==> config.mk <==
export PLATFORM = sky130hd
export DESIGN_NAME = smash_ni_rx
export DESIGN_NICKNAME = d
export VERILOG_FILES = /design/src/rtl/smash_pkg.sv /design/src/rtl/smash_flit_decode.sv /design/src/rtl/smash_ni_rx.sv
export SDC_FILE = /design/constraint.sdc
export NUM_CORES = 1
export LEC_CHECK = 0
export ABC_CLOCK_PERIOD_IN_PS = 2400
export CAP_MARGIN = 10
export CELL_PAD_IN_SITES_DETAIL_PLACEMENT = 1
export CELL_PAD_IN_SITES_GLOBAL_PLACEMENT = 1
export CORE_MARGIN = 2
export CORE_UTILIZATION = 34
export CTS_CLUSTER_DIAMETER = 30
export DETAILED_ROUTE_END_ITERATION = 7
export PLACE_DENSITY = 0.86
export SLEW_MARGIN = 25
export SYNTH_ARGS = -nofsm -noshare
export SYNTH_HDL_FRONTEND = slang
export SYNTH_HIERARCHICAL = 1
export SYNTH_SLANG_ARGS = --single-unit
==> constraint.sdc <==
create_clock -name i_clk -period 2.4 [get_ports i_clk]
set_clock_uncertainty 0.2 [all_clocks]
set_input_delay 0.24 -clock i_clk [delete_from_list [all_inputs] [get_ports i_clk]]
set_output_delay 0.24 -clock i_clk [all_outputs]
set_load 0.02 [all_outputs]
==> src/rtl/smash_pkg.sv <==
// Shared flit encodings, receiver states and field-position helpers for the
// smash network interface.
package smash_pkg;

  typedef enum logic [1:0] {
    FLIT_BODY      = 2'b00,
    FLIT_TAIL      = 2'b01,
    FLIT_HEAD      = 2'b10,
    FLIT_HEAD_TAIL = 2'b11
  } flit_type_e;

  typedef enum logic [1:0] {
    ST_IDLE,
    ST_PAYLOAD,
    ST_DROP
  } rx_state_e;

  // Head layout below the type bits, MSB first: src, dst, len.
  function automatic int unsigned type_lsb(input int unsigned dw);
    return dw - 2;
  endfunction

  function automatic int unsigned src_msb(input int unsigned dw);
    return dw - 3;
  endfunction

  function automatic int unsigned dst_msb(input int unsigned dw, input int unsigned id);
    return dw - 3 - id;
  endfunction

  function automatic int unsigned len_msb(input int unsigned dw, input int unsigned id);
    return dw - 3 - 2 * id;
  endfunction

endpackage

==> src/rtl/smash_flit_decode.sv <==
// Combinational split of a flit into type, head fields and payload.
module smash_flit_decode
  import smash_pkg::*;
#(
  parameter int unsigned DATA_SIZE = 32,
  parameter int unsigned ID_SIZE   = 4,
  parameter int unsigned LEN_SIZE  = 8
) (
  input  logic [DATA_SIZE-1:0] flit,
  output logic [1:0]           ftype,
  output logic [ID_SIZE-1:0]   src,
  output logic [ID_SIZE-1:0]   dst,
  output logic [LEN_SIZE-1:0]  len,
  output logic [DATA_SIZE-3:0] payload
);

  localparam int unsigned TYPE_LSB = type_lsb(DATA_SIZE);
  localparam int unsigned SRC_MSB  = src_msb(DATA_SIZE);
  localparam int unsigned DST_MSB  = dst_msb(DATA_SIZE, ID_SIZE);
  localparam int unsigned LEN_MSB  = len_msb(DATA_SIZE, ID_SIZE);

  assign ftype   = flit[TYPE_LSB +: 2];
  assign src     = flit[SRC_MSB -: ID_SIZE];
  assign dst     = flit[DST_MSB -: ID_SIZE];
  assign len     = flit[LEN_MSB -: LEN_SIZE];
  assign payload = flit[DATA_SIZE-3:0];

endmodule

==> src/rtl/smash_ni_rx.sv <==
// Network-interface receiver: drains the ejection FIFO, filters by destination,
// strips heads and streams payload words over a valid/ready port.
module smash_ni_rx
  import smash_pkg::*;
#(
  parameter int unsigned          DATA_SIZE = 32,
  parameter int unsigned          ID_SIZE   = 4,
  parameter int unsigned          LEN_SIZE  = 8,
  parameter logic [ID_SIZE-1:0]   NODE_ID   = 4'h3
) (
  input  logic                  i_clk,
  input  logic                  i_rst,
  input  logic                  i_fifo_empty,
  input  logic [DATA_SIZE-1:0]  i_fifo_data,
  output logic                  o_fifo_read,
  output logic                  o_hdr_valid,
  output logic [ID_SIZE-1:0]    o_src,
  output logic [LEN_SIZE-1:0]   o_len,
  output logic                  o_valid,
  output logic [DATA_SIZE-3:0]  o_data,
  output logic                  o_last,
  input  logic                  i_ready,
  output logic                  o_err
);

  rx_state_e             state, state_n;
  logic [LEN_SIZE-1:0]   cnt, cnt_n;
  logic [1:0]            ftype_raw;
  flit_type_e            ftype;
  logic [ID_SIZE-1:0]    f_src;
  logic [ID_SIZE-1:0]    f_dst;
  logic [LEN_SIZE-1:0]   f_len;
  logic [DATA_SIZE-3:0]  f_payload;
  logic                  is_head;
  logic                  stall;
  logic                  pop;
  logic                  take_head;
  logic                  emit, emit_last;
  logic                  latch_hdr;
  logic                  hdr_n, err_n;

  smash_flit_decode #(
    .DATA_SIZE (DATA_SIZE),
    .ID_SIZE   (ID_SIZE),
    .LEN_SIZE  (LEN_SIZE)
  ) u_decode (
    .flit    (i_fifo_data),
    .ftype   (ftype_raw),
    .src     (f_src),
    .dst     (f_dst),
    .len     (f_len),
    .payload (f_payload)
  );

  assign ftype   = flit_type_e'(ftype_raw);
  assign is_head = ftype_raw[1];

  // A full output register blocks payload pops, and also holds back any head
  // so o_hdr_valid never overlaps a pending word of the previous packet.
  assign stall       = o_valid && !i_ready && (state == ST_PAYLOAD || is_head);
  assign pop         = !i_rst && !i_fifo_empty && !stall;
  assign o_fifo_read = pop;

  always_comb begin
    state_n   = state;
    cnt_n     = cnt;
    take_head = 1'b0;
    emit      = 1'b0;
    emit_last = 1'b0;
    latch_hdr = 1'b0;
    hdr_n     = 1'b0;
    err_n     = 1'b0;

    if (pop) begin
      unique case (state)
        ST_PAYLOAD: begin
          unique case (ftype)
            FLIT_BODY: begin
              emit  = 1'b1;
              cnt_n = (cnt == '1) ? cnt : cnt + 1'b1;
            end
            FLIT_TAIL: begin
              emit      = 1'b1;
              emit_last = 1'b1;
              state_n   = ST_IDLE;
              err_n     = ((LEN_SIZE+1)'(cnt) + 1'b1) != (LEN_SIZE+1)'(o_len);
            end
            default: begin
              err_n     = 1'b1;
              take_head = 1'b1;
            end
          endcase
        end
        ST_DROP: begin
          if (is_head) begin
            err_n     = 1'b1;
            take_head = 1'b1;
          end else if (ftype == FLIT_TAIL) begin
            state_n = ST_IDLE;
          end
        end
        default: begin
          if (is_head) begin
            take_head = 1'b1;
          end else begin
            err_n   = 1'b1;
            state_n = (ftype == FLIT_BODY) ? ST_DROP : ST_IDLE;
          end
        end
      endcase

      if (take_head) begin
        if (f_dst == NODE_ID) begin
          latch_hdr = 1'b1;
          hdr_n     = 1'b1;
          cnt_n     = '0;
          state_n   = (ftype == FLIT_HEAD) ? ST_PAYLOAD : ST_IDLE;
        end else begin
          state_n   = (ftype == FLIT_HEAD) ? ST_DROP : ST_IDLE;
        end
      end
    end
  end

  always_ff @(posedge i_clk) begin
    if (i_rst) begin
      state       <= ST_IDLE;
      cnt         <= '0;
      o_hdr_valid <= 1'b0;
      o_err       <= 1'b0;
      o_src       <= '0;
      o_len       <= '0;
      o_valid     <= 1'b0;
      o_data      <= '0;
      o_last      <= 1'b0;
    end else begin
      state       <= state_n;
      cnt         <= cnt_n;
      o_hdr_valid <= hdr_n;
      o_err       <= err_n;
      if (latch_hdr) begin
        o_src <= f_src;
        o_len <= f_len;
      end
      if (emit) begin
        o_valid <= 1'b1;
        o_data  <= f_payload;
        o_last  <= emit_last;
      end else if (o_valid && i_ready) begin
        o_valid <= 1'b0;
        o_last  <= 1'b0;
      end
    end
  end

endmodule

Word level (Yosys, flattened, before mapping)
Index checks and enable logic that the tools add are counted. Widths: inputs -> output; s select.

Register bits: 56. Output and inout port bits: 47. Logic and storage cells: 69.

Add/subtract/negate cells: 2. Equality and inequality tests: 9. Muxes and demuxes: 33. Bitwise gates (word level): 1. Reduce and logical (&&, ||, !) cells: 15.

Operators by type and width (count): $mux 8 (5); $mux 1 (18); $mux 2 (7); $add 8x1->9 const B (1); $ne 9x8->1 (1); $add 8x1->8 const B (1); $eq 8x8->1 const B (1); $logic_and 1x1->1 (5); $eq 2x1->1 const B (2); $eq 2x2->1 const B (2); $eq 4x2->1 const B (1); $logic_not 1->1 (4); $pmux 1 s2 (2); $pmux 2 s2 (1); $reduce_or 2->1 (2); $ne 3x1->1 const B (1); $ne 3x3->1 const B (1); $reduce_and 3->1 (1); $logic_not 2->1 (1); $reduce_bool 2->1 (1); $logic_or 1x1->1 (1); $not 1->1 (1).

Longest topological paths before layout
Depth after elaboration: 8. Mapped depth: 8.

By module
Netlist, hierarchy kept.

Modules (own cells, without submodules): smash_ni_rx (instances 1, cells each 308, area an instance 2479.9 um2); smash_flit_decode (instances 1, cells each 48, area an instance 360.3 um2).

Worst setup path before layout
No wires, ideal clock.

Path type: register to register. From: register cnt[0]. To: register cnt[3]. Library setup time: 0.122 ns. Data arrival time: 1.558 ns. Data required time: 2.078 ns. Setup slack: 0.521 ns. Stages on the path, launching flop included: 7. Buffers on the path: 0. Clock period less this slack: 1.879 ns. Cells stage by stage: dfxtp_1 > ha_1 > nand3_1 > o2111ai_4 > and2b_1 > o21ai_0 > a21oi_1.

Word-level cells in the longest chain between the ends: 6. Elaborated cells on any way between the ends: 7. Classes of those cells: 1 x add/sub; 1 x eq/ne; 5 x mux.

Ends and longest elaborated chain: from (decl) (line smash_ni_rx.sv:27) `logic [LEN_SIZE-1:0] cnt, cnt_n;`; from (signal assigned) (line smash_ni_rx.sv:138) `cnt <= cnt_n;`; $add 8x1->8 / $eq 8x8->1 (equally long branches) (line smash_ni_rx.sv:80) `cnt_n = (cnt == '1) ? cnt : cnt + 1'b1;`; $mux 8 * (line smash_ni_rx.sv:80); $mux 8 * (line smash_ni_rx.sv:77) `unique case (ftype)`; $mux 8 * (line smash_ni_rx.sv:75) `unique case (state)`; $mux 8 (line smash_ni_rx.sv:113) `if (f_dst == NODE_ID) begin`; $mux 8 * (line smash_ni_rx.sv:112) `if (take_head) begin`.

Mark *: on every way between the ends. The rest lies on a longest branch, timed or not. A chain may end at the register's enable or synchronous reset.

Worst setup path after layout
From: register cnt[1]. To: register cnt[3].

The elaborated chain is that of the path after synthesis.

==> results.sh <==
export IMPL_outcome="finished clean"
export IMPL_cts_tree="built"
export IMPL_finalWirelength_um=7130
export IMPL_dr_pass1_iters=4
export IMPL_fin_crit_sh_pct=90.4
export IMPL_min_path_cells=2
export IMPL_grt_pass1_vias=2540
export IMPL_min_to="o_data[22]"
export IMPL_fin_crit_ps=2170
export IMPL_dp_hpwl_um=5390
export IMPL_avgSynthCellArea_um2=7.98
export IMPL_cts_inserted_buffers=5
export IMPL_maxSlewHeadroom_pct=63.4
export IMPL_clkTransAtPathRegs_ps=110
export IMPL_synth_distinct_cells=45
export IMPL_die_w_um=95.4
export IMPL_first_iter_violations=84
export IMPL_gp_congestion=0.829
export IMPL_synth_edf_count=0
export IMPL_grt_antenna_before_repair=0
export IMPL_coreArea_um2=8180
export IMPL_place_port_buffers=82
export IMPL_multi_input_area_um2=1250
export IMPL_synthCells=356
export IMPL_num_rows=33
export IMPL_power_density_nw_per_um2=482
export IMPL_synth_seq_area_share_pct=39.5
export IMPL_nNetsFinal=429
export IMPL_synth_seq_cells=56
export IMPL_num_vias=2368
export IMPL_root_buffer="clkbuf_8"
export IMPL_io_pin_count=83
export IMPL_tns_ps=0
export IMPL_min_delay_path_class="reg -> reg"
export IMPL_reg2reg_from="cnt[1]"
export IMPL_syn_area_um2=2840
export IMPL_cts_hold_fix_buffers=0
export IMPL_drc=0
export IMPL_reg2regPathDepth=6
export IMPL_critPathRequiredTime_ps=2400
export IMPL_drv_cap=0
export IMPL_clk_path_buf_depth=2
export IMPL_diodes=0
export IMPL_synth_main_ff_cell="dfxtp_1"
export IMPL_grt_pass1_wl_um=12000
export IMPL_p_leak_nw=1.21
export IMPL_worstHoldStart="o_data[22]"
export IMPL_worstMarginPinSlew_ps=550
export IMPL_r2r_end="cnt[3]"
export IMPL_drive_gt1_share_pct=7.67
export IMPL_vias_per_cell=4.77
export IMPL_max_freq_mhz=461
export IMPL_syn_to_final_growth_pct=25.3
export IMPL_detail_route_wl_per_cell_um=14.4
export IMPL_rsz0062_at_grt="no"
export IMPL_htree_levels=2
export IMPL_critPathMaxFanout=10
export IMPL_ant_nets=0
export IMPL_clock_sinks=56
export IMPL_ir_worst_vdd_v=0.000255
export IMPL_timing_worst_setup_path_type="reg -> reg"
export IMPL_grt_max_degree=54
export IMPL_end_kind="register"
export IMPL_final_common_cell="nand2_1"
export IMPL_fillCellCount=997
export IMPL_async_flop_share_pct=0
export IMPL_finalHoldViolCount=0
export IMPL_die_y_um=95.4
export IMPL_die_area_um2=9100
export IMPL_clk_latency_ps=300
export IMPL_synth_nets=395
export IMPL_cts_repair_resized=1
export IMPL_final_max_slew_viol_count=0
export IMPL_overflow=0
export IMPL_register_area_um2=1120
export IMPL_fin_hold_ws_ps=261
export IMPL_grt_usage_pct=16.5
export IMPL_final_cell_mix="81 x nand2_1, 80 x clkdlybuf4s50_1, 56 x dfxtp_1"
export IMPL_start_util_pct=34.7
export IMPL_crit_arrival_ps=2170
export IMPL_cp_start_kind="register"
export IMPL_rrSetupSlack_ps=230
export IMPL_post_cts_buffers=0
export IMPL_setup_viol=0
export IMPL_ys_warnings_count=6
Yosys cell counts, types with 2 or more instances:
| master | instances | area, um2 |
|---|---|---|
| or3_1 | 2 | 12.5 |
| nor2b_1 | 4 | 25.0 |
| o21ai_0 | 19 | 95.1 |
| clkbuf_1 | 11 | 41.3 |
| nor2_1 | 14 | 52.6 |
| nand4b_1 | 2 | 17.5 |
| xnor2_1 | 4 | 35.0 |
| buf_4 | 50 | 375 |
| and2b_1 | 2 | 15.0 |
| a21oi_1 | 39 | 195 |
| inv_1 | 6 | 22.5 |
| ha_1 | 3 | 37.5 |
| nand2b_1 | 12 | 75.1 |
| nor4_1 | 2 | 12.5 |
| nand2_1 | 81 | 304 |
| buf_2 | 5 | 25.0 |
| a31oi_1 | 2 | 12.5 |
| xor2_1 | 6 | 52.6 |
| nor3_1 | 4 | 20.0 |
| dfxtp_1 | 56 | 1120 |
| nand3_1 | 7 | 35.0 |
| o31a_1 | 2 | 17.5 |
cell type report:
type,count,share of cell area [%]
Sequential cell,56,31.5
Clock inverter,2,1.09
Timing Repair Buffer,94,25.8
Inverter,6,0.633
Multi-Input combinational cell,227,35.0
Tap cell,105,3.69
Clock buffer,6,2.32
worst max path at each step:
stage / startpoint / cells after the start / to
after floorplan: cnt[0] / 6 / cnt[3]
after global placement: i_fifo_data[31] / 6 / cnt[5]
after detailed placement: i_fifo_data[31] / 6 / cnt[6]
after CTS: cnt[1] / 6 / cnt[3]
after global routing: cnt[1] / 6 / cnt[5]
final: cnt[1] / 6 / cnt[3]
routing by layer:
metal | up-vias | track usage, % | wire (um)
li1 | 1195 | - | -
met1 | 1113 | 19.0 | 2980
met2 | 56 | 29.5 | 3580
met3 | 4 | 5.93 | 525
met4 | 0 | 3.21 | 47
met5 | - | 0 | 0
stage by stage:
stage	std cells	area, um2	power [mW]	utilization (%)	worst slack [ps]
floorplan	356	2840	1.05	-	521
global placement	488	3440	1.08	42.1	161
detailed placement	488	3440	1.08	42.1	49.5
CTS	496	3560	1.74	43.5	222
global route	496	3560	1.78	43.5	67.1
finish	496	3560	1.72	43.5	230
critical path, cell delays in order, from the launching register on:
cell	delay [ps]
dfxtp_1	440
ha_1	330
nand3_1	250
o2111ai_4	400
and2b_1	230
o21ai_0	140
a21oi_1	80
sequential cells by signal, summed over array words and instances (netlist names):
name and cells:
o_len 8, o_err 1, state 2, o_hdr_valid 1, o_data 30, o_src 4
o_last 1, cnt 8, o_valid 1
logic make-up (layout without fill, tap and decap cells):
group | Yosys count | count (layout) | synth area share [%]
buffers and inverters | 73 | 108 | 16.7
xor gates and xnor gates | 10 | 10 | 3.08
AOI/OAI and AO/OA | 69 | 69 | 14.0
adders and majority gates | 3 | 3 | 1.32
DFF | 56 | 56 | 39.5
and+or+nand+nor | 144 | 144 | 25.1
muxes | 1 | 1 | 0.352
power by group:
| part | internal [mW] | leakage [nW] | switching, mW | total, mW |
|---|---|---|---|---|
| Combinational | 0.0718 | 0.702 | 0.0513 | 0.123 |
| Clock | 0.342 | 0.0614 | 0.315 | 0.657 |
| Sequential | 0.932 | 0.451 | 0.00258 | 0.935 |
| Total | 1.35 | 1.21 | 0.369 | 1.72 |
(Power assumes the default switching activity.)
==> RTL edit: new RTL, same flow settings <==
`ID_SIZE` is set to 4 in 2 places; all go to 2.
--- a/src/rtl/smash_flit_decode.sv
+++ b/src/rtl/smash_flit_decode.sv
@@ -4,5 +4,5 @@
 #(
   parameter int unsigned DATA_SIZE = 32,
-  parameter int unsigned ID_SIZE   = 4,
+  parameter int unsigned ID_SIZE   = 2,
   parameter int unsigned LEN_SIZE  = 8
 ) (
--- a/src/rtl/smash_ni_rx.sv
+++ b/src/rtl/smash_ni_rx.sv
@@ -5,5 +5,5 @@
 #(
   parameter int unsigned          DATA_SIZE = 32,
-  parameter int unsigned          ID_SIZE   = 4,
+  parameter int unsigned          ID_SIZE   = 2,
   parameter int unsigned          LEN_SIZE  = 8,
   parameter logic [ID_SIZE-1:0]   NODE_ID   = 4'h3
Interface: changed (resized o_src); port bits go from 83 to 81. The function was not compared with the original's and may differ.
==> RTL edit against the unedited design <==
- critical path depth fell by 1
- hold slack got worse by 0.039 ns
- worst setup slack improved by 0.054 ns
- wire length is 1.6% lower
- final area decreased by 4.5%
- power fell by 6.2%
- sequential cell count is 2 lower
- area after synthesis is 4.8% lower
- synthesized cell count decreased by 5.3%
- largest power group unchanged
==> RTL edit: results (changes against the unedited design) <==
[run_status]
outcome = completed

[synth]
synth_compound_area_frac = 0.147  ; +0.00711
synth-main-ff-cell = dfxtp_1
yosys-top-cells-area = dfxtp_1 (40%), buf_4 (13%), nand2_1 (11%), a21oi_1 (7.8%), o21ai_0 (3.0%)
ys_async_sr_fraction = 0  ; unchanged
synth_fa_ha_area_frac = 0.0139  ; +0.000673
synthesis.nets = 376  ; -4.8%
ys_types = 48  ; +6.7%
syn_inst = 337  ; -5.3%
synth_seq_area_share = 0.400  ; +0.00529
synth_xor_xnor_area_share = 0.0389  ; +0.00805
synth_mux_area_frac = 0.00370  ; +0.000179
ys_top_cells_by_count = nand2_1 (79), dfxtp_1 (54), buf_4 (45)

[finish]
n_fill_cell = 909  ; -8.8%
drive_above_1_share = 0.0831  ; +0.00638
final_nets = 411  ; -4.2%

[worst_hold_path]
hold_path_class = input port to register
holdPathStages = 6  ; +4

[global_route]
grt_pass1_vias = 2390  ; -5.9%
gr-usage-met2 = 0.292  ; -0.00292
use_met1 = 0.220  ; +0.0304
grt_max_degree = 50  ; -7.4%
grt_pass1_wl_mm = 11.9  ; -0.80%
track_usage = 0.170  ; +0.00512
grt_use_met3 = 0.0274  ; -0.0319

[pwr]
p_seq_mw = 0.909  ; -2.8%
p_sw_mw = 0.383  ; +3.7%
ir_worst_vdd_v = 0.000200  ; -22%
leakage_nw = 1.14  ; -6.4%
powerComb_mw = 0.151  ; +23%
pwr-share-comb = 0.094  ; +0.022

[setup_path]
critPathArrivalTime_ns = 2.11  ; -0.06 ns
reg2reg_depth = 5  ; -1
crit_fanout = 6  ; -4
max_stage_delay_ns = 0.47  ; +0.03 ns

[placed_design]
dp_slack_ns = 0.165  ; +0.115 ns
gp_congestion = 0.902  ; +8.9%
io_buffers = 80  ; -2.4%
place_area_mm2 = 0.00330  ; -4.1%
dp.cells = 467  ; -4.3%
dp_hpwl_mm = 5.14  ; -4.6%

[cts]
post_cts_buffers = 0  ; unchanged
htreeDepth = 2  ; unchanged

[routing]
routed-via-count = 2319  ; -2.1%
drtIter0Drc = 91  ; +8.3%
dr.pass1.iters = 4  ; unchanged
wl_per_cell_um = 14.8  ; +2.7%
via_per_inst = 4.88  ; +2.3%

[sta]
tightest_slew_ns = 0.533  ; -0.0163 ns

==> RTL edit: cell count changes after synthesis, sizes merged, moves of 3 or more <==
cell    before  now
nor2        15   10
nor2b        4    1
a21oi       39   43
xor2         6    3
clkbuf      11    7
xnor2        4    9
==> RTL edit: logic make-up after synthesis <==
family,Yosys count
AOI/OAI and AO/OA,70
DFF,54
xor gates and xnor gates,12
and+or+nand+nor,129
muxes,1
adders and majority gates,3
buffers and inverters,68
==> RTL edit: layer usage <==
| layer | vias to the layer above | part of all wire |
|---|---|---|
| li1 | 1138 | - |
| met1 | 1129 | 0.46 |
| met2 | 47 | 0.49 |
| met3 | 5 | 0.037 |
| met4 | 0 | 0.0097 |
| met5 | - | 0 |
==> RTL edit: what timing repair did <==
action,CTS,global route
setup endpoints to repair,0,1
endpoints found under the hold margin,0,0
gates resized for setup,0,1
==> RTL edit: cell type report <==
| cell class | count | area (µm²) | share of cell area |
|---|---|---|---|
| clock buffer | 6 | 82.6 | 0.0243 |
| tap | 102 | 128 | 0.0375 |
| multi-input combinational | 215 | 1180 | 0.347 |
| sequential | 54 | 1080 | 0.318 |
| timing repair buffer | 91 | 893 | 0.263 |
| inverter | 5 | 18.8 | 0.00552 |
| clock inverter | 2 | 16.3 | 0.00478 |
==> RTL edit: worst max-delay path: cells and delay by family, from the launching register on <==
family                   cells  cell delay (ns)
AO/OA/AOI/OAI                2             0.54
adder cells (fa/ha/maj)      1             0.23
flip-flops                   1             0.47
AND/OR/NAND/NOR              2             0.56
==> RTL edit: path summary, 6_finish.rpt <==
check	start	to	slack [ns]
max reg2reg	cnt[0]	o_err	0.28
max	cnt[0]	o_err	0.28
min	i_rst	o_err	0.22
min reg2reg	o_data[10]	o_data[10]	0.26
